File: src/rtl/fcb_2_skid_registered_rdy.sv
// Two-slot valid/ready pipeline register (output + skid slot).
// All outputs, up_rdy included, come straight from flops.
module fcb_2_skid_registered_rdy #(
  parameter int w = 8
) (
  input  logic         clk,
  input  logic         rst,
  input  logic         up_vld,
  output logic         up_rdy,
  input  logic [w-1:0] up_data,
  output logic         down_vld,
  input  logic         down_rdy,
  output logic [w-1:0] down_data
);

  localparam logic [1:0] EMPTY = 2'd0;
  localparam logic [1:0] BUSY  = 2'd1;
  localparam logic [1:0] FULL  = 2'd2;

  logic [1:0]   st_q;
  logic [1:0]   st_d;
  logic         up_rdy_q;
  logic         down_vld_q;
  logic [w-1:0] out_q;
  logic [w-1:0] skid_q;
  logic         load_out;
  logic         load_skid;
  logic         out_from_skid;

  always_comb begin
    st_d          = st_q;
    load_out      = 1'b0;
    load_skid     = 1'b0;
    out_from_skid = 1'b0;
    unique case (st_q)
      EMPTY: begin
        if (up_vld) begin
          load_out = 1'b1;
          st_d     = BUSY;
        end
      end
      BUSY: begin
        if (up_vld && down_rdy) begin
          load_out = 1'b1;
        end else if (up_vld) begin
          load_skid = 1'b1;
          st_d      = FULL;
        end else if (down_rdy) begin
          st_d = EMPTY;
        end
      end
      FULL: begin
        // up_rdy is low here, so any upstream offer is ignored
        if (down_rdy) begin
          load_out      = 1'b1;
          out_from_skid = 1'b1;
          st_d          = BUSY;
        end
      end
      default: st_d = EMPTY;
    endcase
  end

  always_ff @(posedge clk or posedge rst) begin
    if (rst) begin
      st_q       <= EMPTY;
      up_rdy_q   <= 1'b1;
      down_vld_q <= 1'b0;
    end else begin
      st_q       <= st_d;
      up_rdy_q   <= (st_d != FULL);
      down_vld_q <= (st_d != EMPTY);
    end
  end

  // Payload slots carry no reset; down_data is don't-care while invalid.
  always_ff @(posedge clk) begin
    if (load_out) begin
      out_q <= out_from_skid ? skid_q : up_data;
    end
    if (load_skid) begin
      skid_q <= up_data;
    end
  end

  assign up_rdy    = up_rdy_q;
  assign down_vld  = down_vld_q;
  assign down_data = out_q;

endmodule

File: config.mk
export PLATFORM = sky130hd
export DESIGN_NAME = fcb_2_skid_registered_rdy
export DESIGN_NICKNAME = d
export VERILOG_FILES = /design/src/rtl/fcb_2_skid_registered_rdy.sv
export SDC_FILE = /design/constraint.sdc
export NUM_CORES = 1
export LEC_CHECK = 0
export ABC_AREA = 1
export BUFFER_PORTS_ARGS = -buffer_cell sky130_fd_sc_hd__clkbuf_2
export CORE_UTILIZATION = 35
export CTS_CLUSTER_DIAMETER = 30
export DETAILED_ROUTE_END_ITERATION = 10
export GPL_ROUTABILITY_DRIVEN = 0
export PLACE_DENSITY = 0.65
export SLEW_MARGIN = 10
export SYNTH_ARGS = -nofsm -noshare
export SYNTH_HDL_FRONTEND = slang
export SYNTH_SLANG_ARGS = --single-unit
File: constraint.sdc
create_clock -name clk -period 1.9 [get_ports clk]
set_clock_uncertainty 0.15 [all_clocks]
set_input_delay 0.095 -clock clk [delete_from_list [all_inputs] [get_ports clk]]
set_output_delay 0.095 -clock clk [all_outputs]
set_load 0.02 [all_outputs]
==> impl_metrics.tcl <==
set metrics [dict create \
    die_h_um 50.8 \
    slew_violations 0 \
    synth_compound_area_share_pct 8.40 \
    grt_setup_unrepaired "no" \
    worstSetupEndpointType "register" \
    r2r_slack_ns 0.33 \
    period_needed_ns 1.57 \
    worstMarginPinSlew_ns 0.536 \
    period_share_pct 82.5 \
    synthXorXnorAreaFrac_pct 0 \
    start_util_pct 37.4 \
    grt_usage_pct 13.6 \
    synth_cell_types 13 \
    synth_area_sq_um 835 \
    ctsHoldBuffers 10 \
    postSynthAreaPerCell_sq_um 12.5 \
    ys_seq_area_share_pct 69.7 \
    fill_cells 229 \
    path_max_fanout 9 \
    post-synth-top-count-cell "nand2_1" \
    yosys.area.top_type "edfxtp_1" \
    syn_nets 79 \
    grt_max_degree 17 \
    yosys_warnings 0 \
    finalNetCount 115 \
    die_x_um 50.8 \
    antenna_cells 0 \
    status "finished clean" \
    grt_pass1_vias 617 \
    relSlewSlack_pct 64.2 \
    ys_async_sr_fraction_pct 20.0 \
    fin_area_sq_um 1100 \
    timing.rr.end "skid_q[5]" \
    io_pins 22 \
    setup_viol 0 \
    final_hold_viol_count 0 \
    worstSetupEndpoint "skid_q[5]" \
    cts_root_buffer "clkbuf_4" \
    core_sq_um 2230 \
    clk_pin_slew_worst_paths_ns 0.12 \
    placed_area_sq_um 971 \
    drive_gt1_share_pct 37.3 \
    antenna_found_initial 0 \
    synthMuxAreaShare_pct 0 \
    cts_tree "done" \
    start_kind "register" \
    fin_tns_setup_ns 0 \
    cts_inserted_buffers 3 \
    grt_pass1_wl_um 2550 \
    insertion_delay_ns 0.30 \
    dieArea_sq_um 2580 \
    ctsLongestPathBuffers 2 \
    drt_pass1_iterations 2 \
    globalRouteOverflowTotal 0 \
    rows 17 \
    p_leak_nw 0.517 \
    synth_top_area_share_pct 57.6 \
    postRouteAntennaNets 0 \
    hpwl_um 1060 \
    cts_resized 0 \
    area_growth_pct 31.5 \
    reg2regPathDepth 3 \
    port_buffers 21 \
    multi_input_area_sq_um 189 \
    clock.fmax_ghz 0.638 \
    post_drt_wl_per_cell_um 11.2 \
    synth_top_flop_cell "edfxtp_1" \
    cts_sinks 20 \
    wl_um 1460 \
    powerDensity_nw_per_um2 876 \
    vias 576 \
    syn_inst 67 \
    drc 0 \
    h-tree-depth 1 \
    synth_edf_count 16 \
    synthSimpleGateAreaFrac_pct 14.2 \
    ir_drop_mv 0.494 \
    arrival_ns 1.36 \
    drv_cap 0 \
    critPathRequiredTime_ns 1.69 \
    drt_iter0_drc 2 \
    ys_ff_latch 20 \
    cts_setup_buffers 0 \
    criticalPathCategory "reg -> reg" \
    synth_top_family_by_area "simple AND/OR/NAND/NOR gates" \
    seq_area_sq_um 582 \
    via_per_inst 4.43 \
    r2r-start "st_q[1]" \
    whs_ns 0.0308 \
    hold_path.class "in -> reg" \
    cp-startpoint "st_q[1]" \
    synth_common_cells "17 x nand2_1, 16 x edfxtp_1, 14 x inv_1" \
    synth.area.top_cells "edfxtp_1 58%, dfrtp_1 9.0%, o21ai_2 8.4%" \
    synth_adder_area_share_pct 0 \
]
-- cells by family after synthesis --
logic type             after synthesis
and+or+nand+nor                     24
DFF                                 20
buffers and inverters               15
AOI/OAI and AO/OA                    8
-- flip-flops by register name (all words and copies together) (netlist names) --
| signal | flops |
|---|---|
| down_data | 8 |
| down_vld | 1 |
| skid_q | 8 |
| st_q | 2 |
| up_rdy | 1 |
-- critical path: stages, from the launching register on --
cell	delay, ns
dfrtp_1	0.44
inv_1	0.12
nand2_1	0.08
nor2_2	0.43
-- where the power goes --
part           internal [mW]  switching, mW
combinational         0.0700          0.131
clock                 0.0764          0.131
sequential             0.535         0.0173
total                  0.682          0.279
-- per-layer routing --
layer / vias to the layer above / GRT usage [%] / share of wire, %
li1: 286 / - / -
met2: 17 / 24.7 / 51
met4: 0 / 5.56 / 0
met1: 273 / 16.2 / 46
met5: - / 0 / 0
met3: 0 / 1.79 / 3.4
-- final cells by class --
| cell class | count | area share [%] |
|---|---|---|
| flip-flops and latches | 20 | 53.0 |
| repair buffers | 32 | 19.4 |
| multi-input cells | 32 | 17.2 |
| inverters | 14 | 4.79 |
| well taps | 28 | 3.19 |
| clock buffers | 3 | 2.05 |
| clock inverters | 1 | 0.342 |
-- worst min-delay path by stage --
stage,to,slack [ns],startpoint,cells past startpoint
after floorplan,down_vld,-0.29,rst,1
after global placement,down_vld,-0.19,rst,2
after detailed placement,down_vld,-0.19,rst,2
after CTS,down_vld,0.04,rst,3
after global routing,up_rdy,0.03,down_rdy,3
final,up_rdy,0.03,down_rdy,3
-- per-stage QoR --
| stage | std cells | util, % | setup WS (ns) | power, mW |
|---|---|---|---|---|
| finish | 130 | 49.1 | 0.333 | 0.961 |
| global route | 130 | 49.1 | 0.228 | 1.01 |
| CTS | 130 | 49.1 | 0.333 | 0.965 |
| detailed placement | 116 | 43.5 | 0.348 | 0.750 |
| global placement | 116 | 43.5 | 0.428 | 0.741 |
| floorplan | 67 | - | 0.466 | 0.686 |
-- cell usage in the layout, fill, tap and decap left out --
cell,synthesis,final
buf_4,0,1
dfrtp_1,3,3
nor2_4,1,1
dlygate4sd3_1,0,10
edfxtp_1,16,16
inv_1,14,14
dfstp_2,1,1
nand2_1,17,17
clkbuf_4,0,3
clkbuf_2,0,21
o21ai_2,8,8
nand2_2,1,1
nor2_2,1,1
clkinv_1,0,1
nand3_4,1,1
nand3_1,2,2
nor2_1,1,1
(Power assumes the default switching activity.)
